### src/rtl/gpio_pkg.sv
// gpio_pkg: definitions shared by the GPIO input (button reader) and
// GPIO output (LED) blocks.
//   GPIO_MAX_IN            - upper bound on pins per GPIO block
//   GPIO_DEBOUNCE_DEFAULT  - default debounce length in clock cycles
//   edge_e                 - edge type; also the slot index of an edge
//                            event inside a per-pin event group
package gpio_pkg;

  localparam int unsigned GPIO_MAX_IN           = 8;
  localparam int unsigned GPIO_DEBOUNCE_DEFAULT = 16;

  typedef enum logic {
    EDGE_RISE = 1'b0,
    EDGE_FALL = 1'b1
  } edge_e;

endpackage

### src/rtl/gpio_debounce.sv
// gpio_debounce: single-pin synchroniser, debouncer and edge detector.
//   clk, rst    - system clock, synchronous active-high reset
//   pin         - raw asynchronous input
//   level       - debounced level
//   rise_pulse  - registered one-cycle pulse on an accepted 0->1
//   fall_pulse  - registered one-cycle pulse on an accepted 1->0
//                 (held at 0 when SLOTS == 1)
//   evt_set     - combinational "edge accepted this cycle" per event slot,
//                 indexed by edge_e; only the rise slot exists when SLOTS == 1
module gpio_debounce
  import gpio_pkg::*;
#(
  parameter int unsigned DEBOUNCE_CYCLES = GPIO_DEBOUNCE_DEFAULT,
  parameter int unsigned CNT_W           = $clog2(DEBOUNCE_CYCLES + 1),
  parameter int unsigned SLOTS           = 1
) (
  input  logic             clk,
  input  logic             rst,
  input  logic             pin,
  output logic             level,
  output logic             rise_pulse,
  output logic             fall_pulse,
  output logic [SLOTS-1:0] evt_set
);

  localparam bit FALL_EN = (SLOTS > 1);

  logic             s1;
  logic             s2;
  logic             stable;
  logic [CNT_W-1:0] cnt;
  logic             accept;
  logic             rise_d;
  logic             fall_d;

  // The counter has seen DEBOUNCE_CYCLES-1 differing samples; the current
  // differing sample is the last one needed.
  assign accept = (s2 != stable) && (cnt == CNT_W'(DEBOUNCE_CYCLES - 1));
  assign rise_d = accept && s2;
  assign fall_d = accept && !s2;

  always_ff @(posedge clk) begin
    if (rst) begin
      s1         <= 1'b0;
      s2         <= 1'b0;
      stable     <= 1'b0;
      cnt        <= '0;
      rise_pulse <= 1'b0;
      fall_pulse <= 1'b0;
    end else begin
      s1 <= pin;
      s2 <= s1;
      if (s2 == stable) begin
        cnt <= '0;
      end else if (accept) begin
        stable <= s2;
        cnt    <= '0;
      end else begin
        cnt <= cnt + CNT_W'(1);
      end
      rise_pulse <= rise_d;
      fall_pulse <= FALL_EN && fall_d;
    end
  end

  assign level             = stable;
  assign evt_set[EDGE_RISE] = rise_d;

  if (FALL_EN) begin : g_fall
    assign evt_set[EDGE_FALL] = fall_d;
  end

endmodule

### src/rtl/gpio_btn_reader.sv
// gpio_btn_reader: push-button / switch input block. Debounces NUM_IN pins,
// queues one sticky event per pin edge and serves them over valid/ready.
//   clk, rst     - system clock, synchronous active-high reset
//   btn_in       - raw asynchronous pins
//   level_out    - debounced levels
//   rise_pulse   - one-cycle pulse per pin on an accepted 0->1
//   fall_pulse   - one-cycle pulse per pin on an accepted 1->0 (0 unless
//                  GPIO_FALL_EVT_EN)
//   event_valid  - at least one event pending
//   event_id     - pin index of the served event
//   event_fall   - served event is a falling edge (0 unless GPIO_FALL_EVT_EN)
//   event_ready  - consumer accepts the served event
//   ovf          - sticky per pin: edge arrived while its event was pending
//   ovf_clr      - clears all ovf bits
// Build option: define GPIO_FALL_EVT_EN to also queue falling-edge events.
module gpio_btn_reader
  import gpio_pkg::*;
#(
  parameter int unsigned NUM_IN          = 4,
  parameter int unsigned DEBOUNCE_CYCLES = GPIO_DEBOUNCE_DEFAULT,
  parameter int unsigned CNT_W           = $clog2(DEBOUNCE_CYCLES + 1),
  parameter int unsigned ID_W            = (NUM_IN > 1) ? $clog2(NUM_IN) : 1
) (
  input  logic              clk,
  input  logic              rst,
  input  logic [NUM_IN-1:0] btn_in,
  output logic [NUM_IN-1:0] level_out,
  output logic [NUM_IN-1:0] rise_pulse,
  output logic [NUM_IN-1:0] fall_pulse,
  output logic              event_valid,
  output logic [ID_W-1:0]   event_id,
  output logic              event_fall,
  input  logic              event_ready,
  output logic [NUM_IN-1:0] ovf,
  input  logic              ovf_clr
);

`ifdef GPIO_FALL_EVT_EN
  localparam int unsigned SLOTS = 2;
`else
  localparam int unsigned SLOTS = 1;
`endif
  // Events are slotted per pin as {fall, rise}, so ascending slot index is
  // the priority order rise[0], fall[0], rise[1], ... With the fall feature
  // the odd slots of ev_pend are the falling-edge pending bits.
  localparam int unsigned EV_N  = NUM_IN * SLOTS;
  localparam int unsigned SEL_W = (EV_N > 1) ? $clog2(EV_N) : 1;

  logic [EV_N-1:0]   ev_set;
  logic [EV_N-1:0]   ev_pend;
  logic [EV_N-1:0]   ev_clr;
  logic [NUM_IN-1:0] ovf_hit;
  logic [SEL_W-1:0]  arb_sel;
  logic [SEL_W-1:0]  sel;
  logic [SEL_W-1:0]  hold_sel;
  logic              hold_vld;
  logic              found;
  logic              xfer;

  for (genvar i = 0; i < NUM_IN; i++) begin : g_pin
    gpio_debounce #(
      .DEBOUNCE_CYCLES (DEBOUNCE_CYCLES),
      .CNT_W           (CNT_W),
      .SLOTS           (SLOTS)
    ) u_deb (
      .clk        (clk),
      .rst        (rst),
      .pin        (btn_in[i]),
      .level      (level_out[i]),
      .rise_pulse (rise_pulse[i]),
      .fall_pulse (fall_pulse[i]),
      .evt_set    (ev_set[i*SLOTS +: SLOTS])
    );
  end

  always_comb begin
    arb_sel = '0;
    found   = 1'b0;
    for (int unsigned i = 0; i < EV_N; i++) begin
      if (!found && ev_pend[i]) begin
        arb_sel = SEL_W'(i);
        found   = 1'b1;
      end
    end
  end

  // A stalled event keeps its slot even if a higher-priority one arrives.
  assign sel         = hold_vld ? hold_sel : arb_sel;
  assign event_valid = |ev_pend;
  assign event_id    = ID_W'(sel >> (SLOTS - 1));
`ifdef GPIO_FALL_EVT_EN
  assign event_fall  = (edge_e'(sel[0]) == EDGE_FALL);
`else
  assign event_fall  = 1'b0;
`endif
  assign xfer        = event_valid && event_ready;

  always_comb begin
    ev_clr  = '0;
    ovf_hit = '0;
    for (int unsigned i = 0; i < EV_N; i++) begin
      ev_clr[i] = xfer && (sel == SEL_W'(i));
    end
    // A same-edge clear frees the slot, so the new edge is not an overflow.
    for (int unsigned p = 0; p < NUM_IN; p++) begin
      for (int unsigned s = 0; s < SLOTS; s++) begin
        ovf_hit[p] = ovf_hit[p] |
                     (ev_set[p*SLOTS+s] & ev_pend[p*SLOTS+s] & ~ev_clr[p*SLOTS+s]);
      end
    end
  end

  always_ff @(posedge clk) begin
    if (rst) begin
      ev_pend  <= '0;
      ovf      <= '0;
      hold_vld <= 1'b0;
      hold_sel <= '0;
    end else begin
      ev_pend  <= ev_set | (ev_pend & ~ev_clr);
      ovf      <= ovf_hit | (ovf & ~{NUM_IN{ovf_clr}});
      hold_vld <= event_valid && !event_ready;
      hold_sel <= sel;
    end
  end

endmodule
### config.mk
export PLATFORM = sky130hd
export DESIGN_NAME = gpio_btn_reader
export DESIGN_NICKNAME = d
export VERILOG_FILES = /design/src/rtl/gpio_pkg.sv /design/src/rtl/gpio_debounce.sv /design/src/rtl/gpio_btn_reader.sv
export SDC_FILE = /design/constraint.sdc
export NUM_CORES = 1
export LEC_CHECK = 0
export BUFFER_PORTS_ARGS = -buffer_cell sky130_fd_sc_hd__buf_4
export CAP_MARGIN = 20
export CORE_MARGIN = 5
export CORE_UTILIZATION = 45
export CTS_BUF_LIST = sky130_fd_sc_hd__clkbuf_4 sky130_fd_sc_hd__clkbuf_8 sky130_fd_sc_hd__clkbuf_16
export DETAILED_ROUTE_END_ITERATION = 7
export PLACE_DENSITY_LB_ADDON = 0.05
export SYNTH_ARGS = -nofsm -noshare
export SYNTH_HDL_FRONTEND = slang
export SYNTH_SLANG_ARGS = --single-unit
### constraint.sdc
create_clock -name clk -period 2 [get_ports clk]
set_input_delay 0 -clock clk [delete_from_list [all_inputs] [get_ports clk]]
set_output_delay 0 -clock clk [all_outputs]
set_load 0.05 [all_outputs]
==> metrics.yaml <==
pwr:
  power_density_mw_per_mm2: 756
  irDropWorstVdd_mv: 0.390
  combPwrFrac_pct: 4.2
  intPower_mw: 1.22
  p_sw_mw: 0.317
  pwr-share-clk_pct: 33.8
  seq_power_share_pct: 62.0
  power.leakage_nw: 0.859
  swShare_pct: 20.7
logic_synthesis:
  ys_seq_area_share_pct: 53.1
  syn_avg_cell_area_um2: 9.73
  synth_seq_cells: 47
  synth_cells: 182
  netlist_top_cells_area: "dfxtp_1, nor2_1, ha_1"
  yosys.area.top_type: "dfxtp_1"
  syn_area_mm2: 0.00177
  ys_warn_count: 0
  yosys.cell_types.count: 26
  synth_top_area_share_pct: 53.1
clock_tree:
  cts_root_buffer: "clkbuf_8"
  postCtsResizedCells: 0
  worst_skew_pair.late_latency_ns: 0.29
  htree_levels: 2
  cts_tree: "done"
  post_cts_buffers: 0
  clkTransAtPathRegs_ns: 0.08
  cts_made_buffers: 5
  cts_sinks: 47
  clk_path_buf_depth: 2
  cts_hold_buffers: 5
critical_path:
  reg2reg_slack_ns: 0.33
  cp-end-kind: "register"
  crit_arrival_ns: 1.90
  r2r-end: "ovf[0]$_SDFF_PP0_"
  crit_buf_inv: 0
  r2r_cells: 5
  cpMostUsedCell: "ha_1"
  startpoint_type: "register"
  crit_chain: "ha_1, and3_1, ha_1, or4bb_1, o21ai_1"
  cpMaxStageDelayCell: "or4bb_1"
  crit_required_ns: 2.22
  max_stage_delay_ns: 0.54
  r2r_start: "g_pin[0].u_deb.cnt[0]$_SDFF_PP0_"
  crit_path_max_fanout: 3
  crit_family: "simple AND/OR/NAND/NOR gates"
  worstSetupPathType: "reg -> reg"
sta:
  finalHoldViolCount: 0
  min_period_ns: 1.67
  grt_setup_unrepaired: "no"
  final.setup_skew_ns: 0.00399
  finalSetupViolCount: 0
  fin_crit_sh_pct: 83.6
  tns_ns: 0
  drv_slew: 0
  timing.fmax_ghz: 0.598
detailed_routing:
  detail_route.vias_per_cell: 4.60
  vias: 1155
  firstDrtPassIters: 4
  first_iter_violations: 33
  ant_nets: 0
  wire_per_inst_um: 10.6
  finalWirelength_um: 2670
  route.detailed.drc: 0
global_route:
  grt_first_pass_wirelength_um: 4480
  grt_use_total_pct: 11.3
  overflow: 0
  grt_antenna_before_repair: 0
  grt_pass1_vias: 1068
  grt_max_degree: 30
final_layout:
  stdcell_count: 251
  drive_gt1_share_pct: 13.8
  diodes: 0
  synthToLayoutAreaGrowth_pct: 14.6
  finalNetCount: 220
placement:
  hpwl_um: 1990
  gp_congestion: 0.732
  io_buffer_count: 22
  dp_cells: 240
worst_hold_path:
  hold_path.class: "in -> reg"
  holdPathStages: 4
  hold_path_end: "ovf[2]$_SDFF_PP0_"
  min_from: "ovf_clr"
die:
  num_rows: 22
  start_util_pct: 47.3
  ios: 28
  die_area_mm2: 0.00529
  design.core.area_mm2: 0.00374
  fp.dieH_um: 72.7
  die_x_um: 72.7
outcome:
  outcome: "completed"
run:
  cap_violations: 0
kinds of logic (layout without fill, tap and decap cells):
kind of cell	after synthesis	count (layout)	synth area share (%)
other	1	5	0.212
flip-flops	47	47	53.1
AND/OR/NAND/NOR	64	64	17.9
buffers and inverters	31	48	9.33
multiplexers	4	4	2.26
XOR/XNOR	12	12	5.94
AO/OA/AOI/OAI	15	15	5.58
adder cells (fa/ha/maj)	8	8	5.65
area by class of cell:
| cell class | instances | area, um^2 |
|---|---|---|
| inverters | 15 | 56.3 |
| fillers | 359 | 1720 |
| multi-input cells | 108 | 679 |
| repair buffers | 27 | 215 |
| well taps | 48 | 60.1 |
| clock buffers | 6 | 76.3 |
| flip-flops and latches | 47 | 941 |
sequential cells by signal, summed over array words and instances, names as in the netlist:
name / cells
ev_pend: 4
g_pin.u_deb.cnt: 20
g_pin.u_deb.level: 4
g_pin.u_deb.rise_pulse: 4
g_pin.u_deb.s1: 4
g_pin.u_deb.s2: 4
hold_sel: 2
hold_vld: 1
ovf: 4
cell usage after synthesis:
| cell type | instances |
|---|---|
| inv_1 | 15 |
| nand2_1 | 7 |
| a21oi_1 | 4 |
| o31ai_1 | 4 |
| clkbuf_1 | 3 |
| and3_1 | 4 |
| nor2b_1 | 9 |
| mux2i_1 | 4 |
| o41a_1 | 1 |
| o21ai_0 | 1 |
| nand3_1 | 4 |
| nor2_1 | 31 |
| nand2b_1 | 1 |
| a211oi_1 | 1 |
| ha_1 | 8 |
| o21ai_1 | 3 |
| buf_4 | 13 |
| nand4bb_1 | 2 |
| xnor2_1 | 8 |
| conb_1 | 1 |
| or3_1 | 4 |
| or4bb_1 | 1 |
| a221o_1 | 1 |
| nand3b_1 | 1 |
| dfxtp_1 | 47 |
| xor2_1 | 4 |
power groups by stage:
stage          logic, mW  clock network (mW)  registers (mW)
2_1_floorplan     0.0504                   0           0.971
3_3_place_gp      0.0568                   0           0.972
3_5_place_dp      0.0576                   0           0.972
4_1_cts           0.0654               0.540           0.950
5_1_grt           0.0715               0.579           0.951
6_report          0.0648               0.518           0.950
stage by stage:
step / hold WS, ns / worst slack [ns] / utilization [%] / total power, mW / instance area [um^2]
final: 0.0357 / 0.327 / 54.2 / 1.53 / 2030
after global routing: 0.0584 / 0.185 / 54.2 / 1.60 / 2030
after CTS: 0.0398 / 0.311 / 54.2 / 1.56 / 2030
after detailed placement: 0.199 / 0.341 / 50.8 / 1.03 / 1900
after global placement: 0.194 / 0.415 / 50.8 / 1.03 / 1900
after floorplan: 0.0785 / 0.460 / - / 1.02 / 1790
layer usage:
| layer | share of wire [%] | track usage, % | vias to the layer above |
|---|---|---|---|
| li1 | - | - | 609 |
| met1 | 46 | 14.4 | 510 |
| met4 | 2.1 | 6.76 | 0 |
| met5 | 0 | 0 | - |
| met2 | 43 | 15.9 | 30 |
| met3 | 9.0 | 4.55 | 6 |
worst reg2reg max path: cells and delay by family (launching register included):
kind,cells,cell delay (ns)
compound gates,1,0.15
fa+ha+maj,2,0.39
flops,1,0.36
simple gates,2,0.72
placed cells by master, fill, tap and decap left out, types with 5 or more instances in the layout:
cell type / n
dfxtp_1: 47
nor2_1: 31
buf_4: 22
inv_1: 15
nor2b_1: 9
xnor2_1: 8
ha_1: 8
nand2_1: 7
conb_1: 5
clkbuf_8: 5
dlygate4sd3_1: 5
how the worst max path moves through the flow:
stage                                          start               endpoint  depth (start not counted)
floorplan           g_pin[0].u_deb.cnt[0]$_SDFF_PP0_      ovf[0]$_SDFF_PP0_                          5
global placement    g_pin[0].u_deb.cnt[0]$_SDFF_PP0_      ovf[0]$_SDFF_PP0_                          5
detailed placement  g_pin[0].u_deb.cnt[0]$_SDFF_PP0_      ovf[0]$_SDFF_PP0_                          5
CTS                 g_pin[0].u_deb.cnt[0]$_SDFF_PP0_      ovf[0]$_SDFF_PP0_                          5
global route        g_pin[0].u_deb.cnt[0]$_SDFF_PP0_  ev_pend[0]$_SDFF_PP0_                          5
finish              g_pin[0].u_deb.cnt[0]$_SDFF_PP0_      ovf[0]$_SDFF_PP0_                          5
Note: power is estimated with default switching activity, not from simulation.
